<file path="config.mk">
export PLATFORM = sky130hd
export DESIGN_NAME = chess_clock_controller_flat
export DESIGN_NICKNAME = d
export VERILOG_FILES = /design/src/rtl/chess_clock_controller_pkg.sv /design/src/rtl/chess_clock_controller_if.sv /design/src/rtl/chess_clock_controller_player_timer.sv /design/src/rtl/chess_clock_controller.sv /design/src/flat_wrapper.sv
export SDC_FILE = /design/constraint.sdc
export NUM_CORES = 1
export LEC_CHECK = 0
export BUFFER_PORTS_ARGS = -buffer_cell sky130_fd_sc_hd__buf_2
export CORE_MARGIN = 4
export CORE_UTILIZATION = 53
export DETAILED_ROUTE_END_ITERATION = 10
export GPL_TIMING_DRIVEN = 0
export MAX_ROUTING_LAYER = met4
export PLACE_DENSITY = 0.78
export SYNTH_ARGS = -nofsm -noshare
export SYNTH_HDL_FRONTEND = slang
export SYNTH_SLANG_ARGS = --single-unit
</file>
<file path="constraint.sdc">
create_clock -name clock -period 3.5 [get_ports clock]
set_input_delay 0.525 -clock clock [delete_from_list [all_inputs] [get_ports clock]]
set_output_delay 0.525 -clock clock [all_outputs]
set_load 0.005 [all_outputs]
</file>
<file path="src/rtl/chess_clock_controller_pkg.sv">
`default_nettype none
// +----------------------------------------------------------------------+
// | chess_pkg: shared state encoding and player constants for the clock. |
// | Revision: 1.0                                                        |
// +----------------------------------------------------------------------+
package chess_pkg;

    localparam int DEFAULT_TIME_WIDTH = 10;

    localparam logic PLAYER_WHITE = 1'b0;
    localparam logic PLAYER_BLACK = 1'b1;

    typedef enum logic [2:0] {
        ST_IDLE      = 3'd0,
        ST_READY     = 3'd1,
        ST_RUN_WHITE = 3'd2,
        ST_RUN_BLACK = 3'd3,
        ST_PAUSED    = 3'd4,
        ST_TIMEOUT   = 3'd5
    } state_e;

endpackage
`default_nettype wire

</file>
<file path="src/rtl/chess_clock_controller_if.sv">
`default_nettype none
// +----------------------------------------------------------------------+
// | chess_clock_controller_if: control pulses in, timer/status out.      |
// | Revision: 1.0                                                        |
// +----------------------------------------------------------------------+
interface chess_clock_controller_if #(
    parameter int TIME_WIDTH = chess_pkg::DEFAULT_TIME_WIDTH
);
    logic                  div_clock;
    logic                  new_game;
    logic                  start;
    logic                  pause;
    logic                  move_done;
    logic [TIME_WIDTH-1:0] white_time;
    logic [TIME_WIDTH-1:0] black_time;
    logic                  active_black;
    logic                  running;
    logic                  timeout;
    logic                  loser_black;
    logic                  div_reset;

    modport master (
        output div_clock, new_game, start, pause, move_done,
        input  white_time, black_time, active_black, running, timeout,
               loser_black, div_reset
    );

    modport slave (
        input  div_clock, new_game, start, pause, move_done,
        output white_time, black_time, active_black, running, timeout,
               loser_black, div_reset
    );
endinterface
`default_nettype wire

</file>
<file path="src/rtl/chess_clock_controller_player_timer.sv">
`default_nettype none
// +----------------------------------------------------------------------+
// | player_timer: loadable seconds down-counter with saturating increment.|
// | Revision: 1.0                                                        |
// +----------------------------------------------------------------------+
module player_timer #(
    parameter int TIME_WIDTH        = chess_pkg::DEFAULT_TIME_WIDTH,
    parameter int INITIAL_SECONDS   = 600,
    parameter int INCREMENT_SECONDS = 0
) (
    input  wire logic                  clock,
    input  wire logic                  reset,
    input  wire logic                  load_i,
    input  wire logic                  dec_i,
    input  wire logic                  inc_i,
    output logic      [TIME_WIDTH-1:0] time_o,
    output logic                       zero_next_o
);

    localparam logic [TIME_WIDTH:0]   C_INC  = (TIME_WIDTH+1)'(INCREMENT_SECONDS);
    localparam logic [TIME_WIDTH:0]   C_MAX  = {1'b0, {TIME_WIDTH{1'b1}}};
    localparam logic [TIME_WIDTH-1:0] C_INIT = TIME_WIDTH'(INITIAL_SECONDS);

    logic [TIME_WIDTH-1:0] count_q;
    logic [TIME_WIDTH-1:0] count_d;
    logic [TIME_WIDTH:0]   w_after_dec;
    logic [TIME_WIDTH:0]   w_after_inc;

    // Decrement first, then increment; the decrement never wraps below zero.
    assign w_after_dec = {1'b0, count_q}
                       - (((dec_i == 1'b1) && (count_q != '0)) ? (TIME_WIDTH+1)'(1) : '0);
    assign w_after_inc = w_after_dec + C_INC;

    always_comb begin
        count_d = count_q;
        if (load_i) begin
            count_d = C_INIT;
        end else if (inc_i) begin
            count_d = (w_after_inc > C_MAX) ? C_MAX[TIME_WIDTH-1:0]
                                            : w_after_inc[TIME_WIDTH-1:0];
        end else begin
            count_d = w_after_dec[TIME_WIDTH-1:0];
        end
    end

    always_ff @(posedge clock) begin
        if (!reset) begin
            count_q <= '0;
        end else begin
            count_q <= count_d;
        end
    end

    assign time_o      = count_q;
    assign zero_next_o = dec_i && (count_q == TIME_WIDTH'(1));

endmodule
`default_nettype wire

</file>
<file path="src/rtl/chess_clock_controller.sv">
`default_nettype none
// +----------------------------------------------------------------------+
// | chess_clock_controller: turn FSM, second-tick steering and flag-fall. |
// | Revision: 1.0                                                        |
// +----------------------------------------------------------------------+
module chess_clock_controller
    import chess_pkg::*;
#(
    parameter int TIME_WIDTH        = DEFAULT_TIME_WIDTH,
    parameter int INITIAL_SECONDS   = 600,
    parameter int INCREMENT_SECONDS = 0
) (
    input  wire logic              clock,
    input  wire logic              reset,
    chess_clock_controller_if.slave bus
);

    generate
        if ((INITIAL_SECONDS < 1) || (INITIAL_SECONDS >= (2 ** TIME_WIDTH))) begin : g_bad_initial
            $error("INITIAL_SECONDS must be in [1, 2**TIME_WIDTH - 1]");
        end
    endgenerate

    state_e state_q, state_d;
    logic   active_black_q, active_black_d;
    logic   loser_black_q, loser_black_d;
    logic   div_reset_q, div_reset_d;
    logic   running_q, timeout_q;
    logic   div_clock_q;

    logic   w_tick;
    logic   w_load;
    logic   w_dec_white, w_dec_black;
    logic   w_inc_white, w_inc_black;
    logic   w_white_zero, w_black_zero;
    logic   w_expires;

    assign w_tick      = bus.div_clock & ~div_clock_q;
    assign w_dec_white = w_tick && (state_q == ST_RUN_WHITE);
    assign w_dec_black = w_tick && (state_q == ST_RUN_BLACK);
    assign w_expires   = w_white_zero | w_black_zero;

    player_timer #(
        .TIME_WIDTH       (TIME_WIDTH),
        .INITIAL_SECONDS  (INITIAL_SECONDS),
        .INCREMENT_SECONDS(INCREMENT_SECONDS)
    ) u_white (
        .clock      (clock),
        .reset      (reset),
        .load_i     (w_load),
        .dec_i      (w_dec_white),
        .inc_i      (w_inc_white),
        .time_o     (bus.white_time),
        .zero_next_o(w_white_zero)
    );

    player_timer #(
        .TIME_WIDTH       (TIME_WIDTH),
        .INITIAL_SECONDS  (INITIAL_SECONDS),
        .INCREMENT_SECONDS(INCREMENT_SECONDS)
    ) u_black (
        .clock      (clock),
        .reset      (reset),
        .load_i     (w_load),
        .dec_i      (w_dec_black),
        .inc_i      (w_inc_black),
        .time_o     (bus.black_time),
        .zero_next_o(w_black_zero)
    );

    always_comb begin
        state_d        = state_q;
        active_black_d = active_black_q;
        loser_black_d  = loser_black_q;
        div_reset_d    = 1'b0;
        w_load         = 1'b0;
        w_inc_white    = 1'b0;
        w_inc_black    = 1'b0;
        // new_game overrides everything, including a tick arriving this cycle.
        if (bus.new_game) begin
            state_d        = ST_READY;
            w_load         = 1'b1;
            active_black_d = PLAYER_WHITE;
            loser_black_d  = 1'b0;
        end else begin
            case (state_q)
                ST_READY: begin
                    if (bus.start) begin
                        state_d        = ST_RUN_WHITE;
                        active_black_d = PLAYER_WHITE;
                        div_reset_d    = 1'b1;
                    end
                end
                ST_RUN_WHITE, ST_RUN_BLACK: begin
                    if (w_expires) begin
                        state_d       = ST_TIMEOUT;
                        loser_black_d = active_black_q;
                    end else if (bus.move_done) begin
                        w_inc_white    = (state_q == ST_RUN_WHITE);
                        w_inc_black    = (state_q == ST_RUN_BLACK);
                        state_d        = (state_q == ST_RUN_WHITE) ? ST_RUN_BLACK : ST_RUN_WHITE;
                        active_black_d = ~active_black_q;
                        div_reset_d    = 1'b1;
                    end else if (bus.pause) begin
                        state_d = ST_PAUSED;
                    end
                end
                ST_PAUSED: begin
                    if (bus.pause) begin
                        state_d     = active_black_q ? ST_RUN_BLACK : ST_RUN_WHITE;
                        div_reset_d = 1'b1;
                    end
                end
                default: begin
                end
            endcase
        end
    end

    always_ff @(posedge clock) begin
        if (!reset) begin
            state_q        <= ST_IDLE;
            active_black_q <= 1'b0;
            loser_black_q  <= 1'b0;
            div_reset_q    <= 1'b1;
            running_q      <= 1'b0;
            timeout_q      <= 1'b0;
            div_clock_q    <= 1'b0;
        end else begin
            state_q        <= state_d;
            active_black_q <= active_black_d;
            loser_black_q  <= loser_black_d;
            div_reset_q    <= div_reset_d;
            running_q      <= (state_d == ST_RUN_WHITE) || (state_d == ST_RUN_BLACK);
            timeout_q      <= (state_d == ST_TIMEOUT);
            div_clock_q    <= bus.div_clock;
        end
    end

    assign bus.active_black = active_black_q;
    assign bus.loser_black  = loser_black_q;
    assign bus.div_reset    = div_reset_q;
    assign bus.running      = running_q;
    assign bus.timeout      = timeout_q;

endmodule
`default_nettype wire

</file>
<file path="src/flat_wrapper.sv">
// flat-port wrapper written by rule: the top's interface ports become plain ports
module chess_clock_controller_flat import chess_pkg::*;
#(
    parameter int TIME_WIDTH        = DEFAULT_TIME_WIDTH,
    parameter int INITIAL_SECONDS   = 600,
    parameter int INCREMENT_SECONDS = 0
)
  (clock, reset, bus_div_clock, bus_new_game, bus_start, bus_pause, bus_move_done, bus_white_time, bus_black_time, bus_active_black, bus_running, bus_timeout, bus_loser_black, bus_div_reset);
  chess_clock_controller_if #(.TIME_WIDTH(TIME_WIDTH)) bus_i ();
  input  wire logic clock;
  input  wire logic reset;
  input wire logic [$bits(bus_i.div_clock)-1:0] bus_div_clock;
  input wire logic [$bits(bus_i.new_game)-1:0] bus_new_game;
  input wire logic [$bits(bus_i.start)-1:0] bus_start;
  input wire logic [$bits(bus_i.pause)-1:0] bus_pause;
  input wire logic [$bits(bus_i.move_done)-1:0] bus_move_done;
  output wire logic [$bits(bus_i.white_time)-1:0] bus_white_time;
  output wire logic [$bits(bus_i.black_time)-1:0] bus_black_time;
  output wire logic [$bits(bus_i.active_black)-1:0] bus_active_black;
  output wire logic [$bits(bus_i.running)-1:0] bus_running;
  output wire logic [$bits(bus_i.timeout)-1:0] bus_timeout;
  output wire logic [$bits(bus_i.loser_black)-1:0] bus_loser_black;
  output wire logic [$bits(bus_i.div_reset)-1:0] bus_div_reset;
  assign bus_i.div_clock = bus_div_clock;
  assign bus_i.new_game = bus_new_game;
  assign bus_i.start = bus_start;
  assign bus_i.pause = bus_pause;
  assign bus_i.move_done = bus_move_done;
  assign bus_white_time = bus_i.white_time;
  assign bus_black_time = bus_i.black_time;
  assign bus_active_black = bus_i.active_black;
  assign bus_running = bus_i.running;
  assign bus_timeout = bus_i.timeout;
  assign bus_loser_black = bus_i.loser_black;
  assign bus_div_reset = bus_i.div_reset;
  chess_clock_controller #(.TIME_WIDTH(TIME_WIDTH), .INITIAL_SECONDS(INITIAL_SECONDS), .INCREMENT_SECONDS(INCREMENT_SECONDS)) u_core (.clock(clock), .reset(reset), .bus(bus_i));
endmodule
</file>
==> results of run 1 <==
## layout by cell type, fill, tap and decap left out, types with 2 or more instances in the layout
cell type,netlist,layout
nor4_1,5,5
nor2_1,19,19
buf_2,0,31
xnor2_1,10,10
o211ai_1,2,2
a21oi_2,2,2
inv_1,6,6
clkbuf_1,3,4
a21boi_0,2,2
nand3_1,2,2
or3_1,2,2
a31oi_1,5,5
dfxtp_1,29,29
nor3_1,3,3
nand3b_1,2,2
clkinv_1,2,2
buf_6,4,4
ha_1,4,4
nand4_1,2,2
o21ai_0,5,5
xor2_1,4,4
a21oi_1,11,11
nor2b_1,3,3
clkbuf_4,0,5
or4b_1,2,2
and3_1,2,2
or4_4,2,2
nand2_1,13,13
## worst max path at each step
stage / startpoint / to
4_1_cts: u_core.state_q[1] / u_core.u_white.time_o[9]
3_5_place_dp: bus_div_clock / u_core.u_white.time_o[9]
3_3_place_gp: bus_div_clock / u_core.u_white.time_o[9]
2_1_floorplan: bus_div_clock / u_core.u_white.time_o[3]
6_report: u_core.state_q[1] / u_core.u_white.time_o[9]
5_1_grt: u_core.state_q[1] / u_core.u_white.time_o[3]
## sequential cells by signal (all words and copies together), names as in the netlist
| register | flops |
|---|---|
| u_core.bus.timeout | 1 |
| u_core.bus.div_reset | 1 |
| u_core.u_white.time_o | 10 |
| u_core.bus.active_black | 1 |
| u_core.bus.loser_black | 1 |
| u_core.bus.running | 1 |
| u_core.div_clock_q | 1 |
| u_core.state_q | 3 |
| u_core.u_black.time_o | 10 |
## report_power, final
part	internal [uW]	switching (uW)	leakage (uW)
Sequential	341	11.3	0.000237
Clock	94.6	109	0.0000314
Combinational	33.0	41.2	0.000415
## cell type report
class                           count  area (um^2)  share of cell area
Multi-Input combinational cell    121          811               0.470
Buffer                              7         56.3              0.0326
Inverter                            8         30.0              0.0174
Sequential cell                    29          581               0.336
Tap cell                           30         37.5              0.0218
Timing Repair Buffer               31          155              0.0899
Clock buffer                        7         55.1              0.0319
## per-stage QoR
| stage | setup slack (ns) | area [um^2] | total power, uW | instances |
|---|---|---|---|---|
| 2_1_floorplan | 0.475 | 1470 | 406 | 165 |
| 3_3_place_gp | 0.0499 | 1660 | 430 | 226 |
| 3_5_place_dp | -0.0684 | 1660 | 433 | 226 |
| 4_1_cts | 0.117 | 1720 | 634 | 233 |
| 5_1_grt | 0.0431 | 1730 | 664 | 233 |
| 6_report | 0.275 | 1730 | 630 | 233 |
## kinds of logic after synthesis
kind of cell / share of synthesized area
AOI/OAI and AO/OA: 0.176
xor gates and xnor gates: 0.0833
adders and majority gates: 0.0340
buffers and inverters: 0.0587
DFF: 0.395
muxes: 0.00680
and+or+nand+nor: 0.247
## layer usage
metal / up-vias / part of all wire / global-route usage
met2: 36 / 0.47 / 0.345
met5: - / 0 / -
met1: 619 / 0.44 / 0.271
met3: 7 / 0.062 / 0.0723
met4: 0 / 0.018 / 0.0805
li1: 666 / - / -
## worst max-delay path: cells and delay by family (launching register included)
kind / cells / cell delay, ns
AO/OA/AOI/OAI: 2 / 0.35
adder cells (fa/ha/maj): 2 / 0.46
buffers and inverters: 2 / 0.27
flip-flops: 1 / 0.34
AND/OR/NAND/NOR: 5 / 1.71
==> reports/results.ini, run 1 <==
[clock_tree]
clk_pin_slew_ns = 0.09
cts_max_level = 2
cts_buffer_depth = 2
cts_resized = 0
numClockSinks = 29
clock_latency_ns = 0.33
cts_hold_buffers = 0
cts_tree = built
numCtsBuffers = 5
root_buffer = clkbuf_4
post-cts-setup-buffer-count = 0

[timing]
max_freq_ghz = 0.310
finalSetupTns_ns = 0
setup-violations-final = 0
finalHoldViolCount = 0
period_share = 0.922
worst_slew_pin_slew_ns = 0.556
slew_headroom = 0.629
slew_violations = 0
skew_ns = 0.0104
fin_crit_ns = 3.23
grt_setup_unrepaired = no
fin_hold_ws_ns = 0.422

[setup_path]
critPathArrivalTime_ns = 3.47
reg2reg_from = u_core.state_q[1]
worst-path-max-fanout = 10
cp-start-kind = flip-flop
crit_path_cell_trace = buf_6, nor4bb_2, nor2b_1, a21boi_0, ha_1, ha_1, nand3b_1, or4b_1, or4_4, buf_6, a31oi_1
required_ns = 3.75
worst_path_max_delay_cell = or4b_1
ff2ff_path_depth = 11
cp-end-kind = flip-flop
rrSetupSlack_ns = 0.27
r2r-end = u_core.u_white.time_o[9]
cp_slowest_stage_delay_ns = 0.54
worstSetupPathType = flip-flop to flip-flop

[route]
vias = 1328
drt_iter0_drc = 53
wl_per_cell_um = 14.4
drc = 0
final_antenna_net_count = 0
vias_per_cell = 5.70
wirelength_um = 3360
drt-pass1-iter-count = 4

[logic_synthesis]
netlist-cell-type-count = 45
ys.flop_type = dfxtp_1
postSynthCellCount = 165
synth_most_common_cell = dfxtp_1
ys_async_sr_fraction = 0
syn-cell-area_mm2 = 0.00147
synth_top_area_share = 0.395
synth_common_cells = dfxtp_1, nor2_1, nand2_1, a21oi_1, xnor2_1
yosys-top-cells-area = dfxtp_1, xnor2_1, nor2_1
ys_ff_latch = 29
synth_edf_count = 0
syn_avg_cell_area_um2 = 8.92
syn_nets = 176
synth_top_area_cell = dfxtp_1
yosysWarnings = 0
seq_area_frac_synth = 0.395

[worst_hold_path]
whs_path_depth = 2
hold_end = u_core.div_clock_q
min_from = bus_div_clock
hold_path_class = input pin to flip-flop

[power_and_ir_drop]
power.density_mw_per_mm2 = 365
vdd_ir_drop_max_v = 0.000406
p_leak_uw = 0.000684

[placed_design]
io_buffers = 31
gp_congestion = 0.863
dp_hpwl_um = 2510

[layout]
nets = 214
final_util = 0.672
area_delta_synth_final_pct = 17.3
nFillCells = 235
antenna_cells = 0
layout-drive-gt1-share = 0.261

[grt]
antenna_found_initial = 0
grt_max_degree = 11
grt_pass1_vias = 1323
grt_use_total = 0.223
gr-total-overflow = 0
grt_pass1_wl_um = 5830

[outcome]
outcome = complete, no violations

[floorplanning]
initial_core_util = 0.573
fp.dieH_um = 60.7
num_rows = 18
core_mm2 = 0.00257
dieArea_mm2 = 0.00368
die_w_um = 60.7
io_pins = 32

[run]
maxCapViolations = 0

(Power assumes the default switching activity.)
==> inputs of run 2 (changes only) <==
--- a/config.mk
+++ b/config.mk
@@ -6,7 +6,6 @@
 export NUM_CORES = 1
 export LEC_CHECK = 0
 export BUFFER_PORTS_ARGS = -buffer_cell sky130_fd_sc_hd__buf_2
-export CORE_MARGIN = 4
 export CORE_UTILIZATION = 53
 export DETAILED_ROUTE_END_ITERATION = 10
 export GPL_TIMING_DRIVEN = 0
==> reports/results.ini, run 2 (synthesis results as in run 1) <==
[layout]
antenna_cells = 0
stdcell_area_mm2 = 0.00173
final_util = 0.679
area_delta_synth_final_pct = 17.4
layout-drive-gt1-share = 0.255
nFillCells = 232
final_common_cell = buf_2
multi_input_area_um2 = 820
layout_common_cells = buf_2, dfxtp_1, nor2_1
register_area_um2 = 581
nets = 214

[clock_tree]
clk_pin_slew_ns = 0.10
clock_latency_ns = 0.33
post-cts-setup-buffer-count = 0
cts_max_level = 2
numClockSinks = 29
root_buffer = clkbuf_4
cts_tree = built
numCtsBuffers = 5
cts_buffer_depth = 2
cts_resized = 0
cts_hold_buffers = 0

[timing]
finalHoldViolCount = 0
max_freq_ghz = 0.317
skew_ns = 0.0111
fin_crit_ns = 3.16
grt_setup_unrepaired = no
finalSetupTns_ns = 0
worst_slew_pin_slew_ns = 0.552
setup-violations-final = 0
fin_hold_ws_ns = 0.417
period_share = 0.902
slew_headroom = 0.631
slew_violations = 0

[floorplanning]
dieArea_mm2 = 0.00299
die_w_um = 54.7
initial_core_util = 0.578
num_rows = 18
io_pins = 32
core_mm2 = 0.00254
fp.dieH_um = 54.7

[route]
wl_met1_um = 1470
vias = 1359
highest_layer = met4
wl_met2_um = 1530
final_antenna_net_count = 0
drc = 0
drt-pass1-iter-count = 4
wirelength_um = 3250
vias_per_cell = 5.81
wl_per_cell_um = 13.9
met3_wirelength_um = 197
drt_iter0_drc = 38

[grt]
gr-total-overflow = 0
grt_max_degree = 11
grt_use_total = 0.264
grt_pass1_vias = 1207
antenna_found_initial = 0
grt_pass1_wl_um = 5330

[setup_path]
cp-start-kind = flip-flop
critPathArrivalTime_ns = 3.42
worstSetupPathType = flip-flop to flip-flop
r2r-end = u_core.u_white.time_o[3]
cp-end-kind = flip-flop
ff2ff_path_depth = 11
rrSetupSlack_ns = 0.34
reg2reg_from = u_core.state_q[1]
worst-path-max-fanout = 10
required_ns = 3.76

[outcome]
outcome = complete, no violations

[worst_hold_path]
hold_path_class = input pin to flip-flop
min_from = bus_div_clock
whs_path_depth = 2
hold_end = u_core.div_clock_q

[power_and_ir_drop]
p_leak_uw = 0.000680
seqPwrFrac = 0.567
finalPower_uw = 622
p_sw_uw = 167
vdd_ir_drop_max_v = 0.000317
clock_power_share = 0.314
power.density_mw_per_mm2 = 360
p_int_uw = 454
p_sw_frac = 0.269
power_frac_comb = 0.118

[placed_design]
gp_congestion = 0.815
postPlaceCellArea_mm2 = 0.00166
dp_hpwl_um = 2420
io_buffers = 31

[run]
maxCapViolations = 0

## run 2: cell count changes in the layout (fill, tap and decap cells not counted), sizes merged
cell / previous run / this run
clkbuf: 10 / 11
## run 2: routing by layer
layer  vias up  global-route usage
li1        669                   -
met5         -                   -
met2        47               0.406
met1       637               0.316
met3         6              0.0833
met4         0               0.111
## run 2: power by group through the flow
stage	Combinational, uW	Clock (uW)	Sequential (uW)
5_1_grt	81.4	215	355
6_report	73.5	195	353
3_5_place_dp	72.0	0	360
4_1_cts	72.5	197	352
2_1_floorplan	47.3	0	359
3_3_place_gp	71.2	0	359
## run 2: area by class of cell
type	instances	share of cell area
Tap cell	30	0.0217
Multi-Input combinational cell	121	0.474
Sequential cell	29	0.336
Clock buffer	8	0.0282
Buffer	7	0.0326
Timing Repair Buffer	31	0.0898
Inverter	8	0.0174
## run 2: how the worst max path moves through the flow
stage / startpoint / cells after the start / endpoint / slack [ns]
3_5_place_dp: bus_div_clock / 11 / u_core.u_white.time_o[3] / -0.13
3_3_place_gp: bus_div_clock / 11 / u_core.u_white.time_o[3] / 0.02
2_1_floorplan: bus_div_clock / 10 / u_core.u_white.time_o[3] / 0.48
5_1_grt: u_core.state_q[1] / 11 / u_core.u_white.time_o[1] / 0.09
6_report: u_core.state_q[1] / 11 / u_core.u_white.time_o[3] / 0.34
4_1_cts: u_core.state_q[1] / 11 / u_core.u_white.time_o[3] / 0.07
## run 2: worst max-delay path, stage by stage, from the launching register on
cell and delay, ns:
dfxtp_1 0.33, buf_6 0.13, nor4bb_4 0.28, nor2b_1 0.22, a21boi_0 0.23, ha_1 0.26
ha_1 0.24, nand3b_1 0.16, or4b_1 0.52, or4_4 0.42, buf_6 0.15, a31oi_1 0.15
## run 2: through the flow
stage | setup WS, ns | instances
after floorplan | 0.475 | 165
after global placement | 0.0196 | 226
after detailed placement | -0.125 | 226
after CTS | 0.0662 | 234
after global routing | 0.0944 | 234
final | 0.344 | 234
